### src/rtl/regfile_pkg.sv
//------------------------------------------------------------------------------
// regfile_pkg : shared state encoding and default geometry for regfile_mp
// Rev 1.0
//------------------------------------------------------------------------------
`default_nettype none

package regfile_pkg;

   typedef enum logic [0:0] {
      ST_INIT  = 1'b0,
      ST_READY = 1'b1
   } state_t;

   localparam int DW_DEF  = 32;
   localparam int AW_DEF  = 6;
   localparam int NRD_DEF = 2;

endpackage

`default_nettype wire

### src/rtl/regfile_rdport.sv
//------------------------------------------------------------------------------
// regfile_rdport : one registered read port with write-first byte-merge bypass
// Rev 1.0
//------------------------------------------------------------------------------
`default_nettype none

module regfile_rdport
   import regfile_pkg::*;
#(
   parameter int DW = DW_DEF,
   parameter int AW = AW_DEF
) (
   input  logic            clk,
   input  logic            rst,
   input  logic            en,
   input  logic [AW-1:0]   addr,
   input  logic [DW-1:0]   mem_word,
   input  logic            wr_ok,
   input  logic [AW-1:0]   w_addr,
   input  logic [DW-1:0]   w_data,
   input  logic [DW/8-1:0] w_be,
   output logic [DW-1:0]   data,
   output logic            valid
);

   localparam int NB = DW / 8;

   logic          hit;
   logic [DW-1:0] merged;

   assign hit = wr_ok && (w_addr == addr);

   // Bytes being written this edge come from the write bus, the rest from storage.
   always_comb begin
      merged = mem_word;
      for (int k = 0; k < NB; k++) begin
         if (hit && w_be[k]) begin
            merged[k*8 +: 8] = w_data[k*8 +: 8];
         end
      end
   end

   always_ff @(posedge clk) begin
      if (rst) begin
         data  <= '0;
         valid <= 1'b0;
      end else begin
         valid <= en;
         if (en) begin
            data <= merged;
         end
      end
   end

endmodule

`default_nettype wire

### src/rtl/regfile_mp.sv
//------------------------------------------------------------------------------
// regfile_mp : multi-read-port byte-writable register file with init sweep
// Rev 1.0
//------------------------------------------------------------------------------
`default_nettype none

module regfile_mp
   import regfile_pkg::*;
#(
   parameter int              DW    = DW_DEF,
   parameter int              AW    = AW_DEF,
   parameter int              NRD   = NRD_DEF,
   parameter logic [DW-1:0]   INIT0 = DW'(32'h0002),
   parameter logic [DW-1:0]   INIT1 = DW'(32'h0002)
) (
   input  logic              clk,
   input  logic              rst,
   input  logic              clr,
   input  logic              w_en,
   input  logic [AW-1:0]     w_addr,
   input  logic [DW-1:0]     w_data,
   input  logic [DW/8-1:0]   w_be,
   input  logic [NRD-1:0]    r_en,
   input  logic [NRD*AW-1:0] r_addr,
   output logic [NRD*DW-1:0] r_data,
   output logic [NRD-1:0]    r_valid,
   output logic              ready
);

   localparam int            DEPTH    = 2 ** AW;
   localparam int            NB       = DW / 8;
   localparam logic [AW-1:0] PTR_LAST = AW'(DEPTH - 1);

   logic [DW-1:0] mem [DEPTH];

   state_t        state;
   state_t        state_d;
   logic [AW-1:0] ptr;
   logic [AW-1:0] ptr_d;
   logic [DW-1:0] init_val;
   logic          sweep_we;
   logic          wr_ok;

   always_ff @(posedge clk) begin
      if (rst) begin
         state <= ST_INIT;
         ptr   <= '0;
      end else begin
         state <= state_d;
         ptr   <= ptr_d;
      end
   end

   // The pointer wraps to 0 on the same edge that enters READY.
   always_comb begin
      state_d = state;
      ptr_d   = ptr;
      case (state)
         ST_INIT: begin
            ptr_d = ptr + 1'b1;
            if (ptr == PTR_LAST) begin
               state_d = ST_READY;
            end
         end
         ST_READY: ;
         default:  state_d = ST_INIT;
      endcase
      if (clr) begin
         state_d = ST_INIT;
         ptr_d   = '0;
      end
   end

   assign ready = (state == ST_READY);

   always_comb begin
      init_val = '0;
      if (ptr == AW'(0)) begin
         init_val = INIT0;
      end else if (ptr == AW'(1)) begin
         init_val = INIT1;
      end
   end

   assign sweep_we = (state == ST_INIT)  && !rst && !clr;
   assign wr_ok    = (state == ST_READY) && w_en && !rst && !clr;

   always_ff @(posedge clk) begin
      if (sweep_we) begin
         mem[ptr] <= init_val;
      end else if (wr_ok) begin
         for (int k = 0; k < NB; k++) begin
            if (w_be[k]) begin
               mem[w_addr][k*8 +: 8] <= w_data[k*8 +: 8];
            end
         end
      end
   end

   generate
      for (genvar g = 0; g < NRD; g++) begin : g_rdport
         regfile_rdport #(
            .DW (DW),
            .AW (AW)
         ) u_rdport (
            .clk      (clk),
            .rst      (rst),
            .en       (r_en[g] && ready),
            .addr     (r_addr[g*AW +: AW]),
            .mem_word (mem[r_addr[g*AW +: AW]]),
            .wr_ok    (wr_ok),
            .w_addr   (w_addr),
            .w_data   (w_data),
            .w_be     (w_be),
            .data     (r_data[g*DW +: DW]),
            .valid    (r_valid[g])
         );
      end
   endgenerate

endmodule

`default_nettype wire

### config.mk
export PLATFORM = sky130hd
export DESIGN_NAME = regfile_mp
export DESIGN_NICKNAME = d
export VERILOG_FILES = /design/src/rtl/regfile_pkg.sv /design/src/rtl/regfile_rdport.sv /design/src/rtl/regfile_mp.sv
export SDC_FILE = /design/constraint.sdc
export NUM_CORES = 2
export LEC_CHECK = 0
export BUFFER_PORTS_ARGS = -buffer_cell sky130_fd_sc_hd__buf_2
export CORE_UTILIZATION = 49
export DETAILED_ROUTE_END_ITERATION = 8
export GPL_TIMING_DRIVEN = 1
export HOLD_SLACK_MARGIN = 0.15
export PLACE_DENSITY = 0.61
export SYNTH_ARGS = -nofsm -noshare
export SYNTH_HDL_FRONTEND = slang
export SYNTH_SLANG_ARGS = --single-unit
### constraint.sdc
create_clock -name clk -period 11.08 [get_ports clk]
set_clock_uncertainty 0.15 [all_clocks]
set_input_delay 1.108 -clock clk [delete_from_list [all_inputs] [get_ports clk]]
set_output_delay 1.108 -clock clk [all_outputs]
set_load 0.02 [all_outputs]
==> results.py <==
metrics = {
    "status": {
        "status": "finished clean",
    },
    "global_route": {
        "grt_pass1_vias": 56300,
        "antenna_found_initial": 12,
        "grt_max_degree": 118,
        "grt_use_total_pct": 30.0,
        "grt_overflow": 0,
        "grt_pass1_wl_um": 423000,
    },
    "floorplan": {
        "start_util_pct": 49.3,
        "die_width_um": 448,
        "core_um2": 197000,
        "die-area_um2": 201000,
        "num_rows": 163,
        "ios": 127,
        "dieHeight_um": 448,
    },
    "setup_path": {
        "crit_start": "ready",
        "worstPathArrival_ns": 5.20,
        "critPathCaptureType": "flop",
        "crit_type": "flop to flop",
        "slowest_delay_ns": 1.19,
        "start_kind": "flop",
        "cp_max_fo": 63,
        "path_cells": "nor2b_1, and4bb_2, buf_4, mux2i_1, nand2_2, nor2_1",
        "reg2reg_from": "ready",
        "cp.required_ns": 11.40,
        "crit_slowest_cell": "nor2_1",
    },
    "clock_tree": {
        "cts_resized": 0,
        "cts_tree": "yes",
        "clockBufferDepth": 3,
        "postCtsSetupRepairBufs": 0,
        "clk_pin_slew_worst_paths_ns": 0.06,
        "cts_root_buf": "clkbuf_16",
        "ctsHoldBuffers": 0,
        "cts_inserted_buffers": 221,
        "cts.sinks": 2121,
        "cts.htree.levels": 4,
        "clock_latency_ns": 0.88,
    },
    "synthesis": {
        "synth.area.top_cells": "edfxtp_1 (63%), mux4_2 (24%), a22oi_1 (3.9%), dfxtp_1 (1.5%), a21oi_1 (1.3%)",
        "synth_top_area_cell": "edfxtp_1",
        "syn_nets": 5217,
        "synthFlopType": "edfxtp_1",
        "yosysUniqueCellTypes": 52,
        "synthCells": 5154,
        "yosysWarnings": 0,
        "synth_seq_cells": 2121,
        "synth_top_area_share_pct": 63.1,
        "synth_edf_count": 2048,
        "syn_area_per_cell_um2": 18.9,
        "yosysSeqAreaShare_pct": 64.6,
        "synth_area_um2": 97400,
        "async_flop_share_pct": 0,
    },
    "route": {
        "ant_nets": 0,
        "wl_met1_um": 113000,
        "drtIter0Drc": 6957,
        "drc": 0,
        "met3_length_um": 25000,
        "firstDrtPassIters": 6,
        "finalWirelength_um": 298000,
        "via_per_inst": 6.93,
        "wl_per_cell_um": 37.1,
        "highest_layer": "met5",
        "wl_met2_um": 145000,
        "vias": 55600,
    },
    "finish": {
        "final_common_cell": "edfxtp_1",
        "final_nets": 5236,
        "final_cell_mix": "edfxtp_1 (2,048), mux4_2 (1,026), a22oi_1 (500)",
        "drive_gt1_share_pct": 31.2,
        "post-route-util_pct": 54.8,
        "instances_no_fill": 8023,
        "area_growth_pct": 11.0,
    },
    "sta": {
        "relSlewSlack_pct": 18.1,
        "period_needed_ns": 4.88,
        "hold_viol": 0,
        "drv_slew": 0,
        "setup_ws_ns": 6.20,
        "tightest_slew_ns": 1.23,
        "period_share_pct": 44.0,
        "timing.hold.ws_ns": 0.318,
        "tns_ns": 0,
        "setup_viol_count_final": 0,
        "fmax_mhz": 205,
        "rsz0062_at_grt": "no",
    },
    "flow_run": {
        "maxCapViolCount": 0,
    },
    "power": {
        "seqPwrFrac_pct": 50.2,
        "max-vdd-ir-drop_v": 0.000135,
        "combPwrFrac_pct": 5.0,
        "power.leakage_nw": 36.4,
        "p_sw_mw": 3.74,
        "power_frac_clock_pct": 44.8,
        "switching_share_pct": 21.6,
        "cellPowerDensity_nw_per_um2": 160,
        "p_int_mw": 13.6,
    },
    "placed_design": {
        "port_buffers": 126,
        "gp_congestion": 0.850,
        "hpwl_um": 181000,
        "dp_cells": 7590,
        "post-place-ws_ns": 5.73,
    },
    "hold_path": {
        "hold_path_startpoint": "g_rdport[1].u_rdport.data[14]",
        "hold_path.class": "flop to flop",
    },
}
cell type report:
| cell class | count | area, um^2 |
|---|---|---|
| Multi-Input combinational cell | 2581 | 32500 |
| Sequential cell | 2121 | 63000 |
| Fill cell | 15200 | 89300 |
| Tap cell | 2640 | 3300 |
| Antenna cell | 15 | 37.5 |
| Clock inverter | 141 | 1590 |
| Clock buffer | 277 | 5980 |
| Inverter | 6 | 22.5 |
| Timing Repair Buffer | 242 | 1690 |
synthesized netlist by cell type, types with 5 or more instances:
cell type,count
nor4_1,6
dfxtp_1,73
nor2b_1,10
a22oi_1,500
nand2_1,115
and3_1,5
edfxtp_1,2048
xnor2_1,13
a221o_1,31
o21ai_0,12
mux2i_1,5
nor3_1,65
o211ai_1,31
xor2_1,13
a21oi_1,261
buf_1,49
buf_4,25
mux4_2,1026
nand3_1,40
or4_1,31
buf_6,28
nand2b_1,5
nor2_1,300
buf_2,89
clkbuf_1,255
and2_1,65
kinds of logic (layout without fill, tap and decap cells):
logic type / count (synthesis) / after routing / share of synthesized area (%)
simple gates: 663 / 663 / 3.14
fa+ha+maj: 3 / 3 / 0.0385
buf+inv: 452 / 666 / 2.17
mux: 1033 / 1033 / 23.8
flops: 2121 / 2121 / 64.6
compound gates: 856 / 856 / 6.00
other cells: 0 / 15 / 0
xor+xnor: 26 / 26 / 0.234
critical path, delay by kind of cell (launching register included):
family        cells  cell delay [ns]
buf+inv           1             0.48
flops             1             0.72
mux               1             0.59
simple gates      4             2.50
worst paths after layout:
kind	to	slack (ns)	cells past startpoint
worst max register to register	mem[26][23]	6.20	6
worst min-delay path	g_rdport[1].u_rdport.data[14]	0.32	2
worst min register to register	g_rdport[1].u_rdport.data[14]	0.32	2
worst max-delay path	mem[26][23]	6.20	6
power groups by stage:
stage               clock, mW  combinational, mW  sequential (mW)
finish                   7.75              0.866             8.67
global placement            0              0.860             8.84
floorplan                   0              0.585             8.84
detailed placement          0              0.861             8.84
CTS                      7.81              0.863             8.67
global route             8.09              0.896             8.67
sequential cells by signal, indices dropped and copies added, names as in the netlist:
register and count:
g_rdport.u_rdport.valid 2, mem 2048, ready 1, ptr 6, g_rdport.u_rdport.data 64
per-layer routing:
layer / track usage (%) / up-vias
met4: 14.2 / 6
met5: 0 / -
met2: 47.8 / 3027
li1: - / 22200
met1: 40.5 / 29800
met3: 4.91 / 571
through the flow:
stage               instance area, um^2  total power [mW]
floorplan                         97400              9.43
global placement                 101000              9.70
detailed placement               101000              9.70
CTS                              108000              17.3
global route                     108000              17.7
finish                           108000              17.3
No activity file was read; power rests on OpenSTA's default activity.
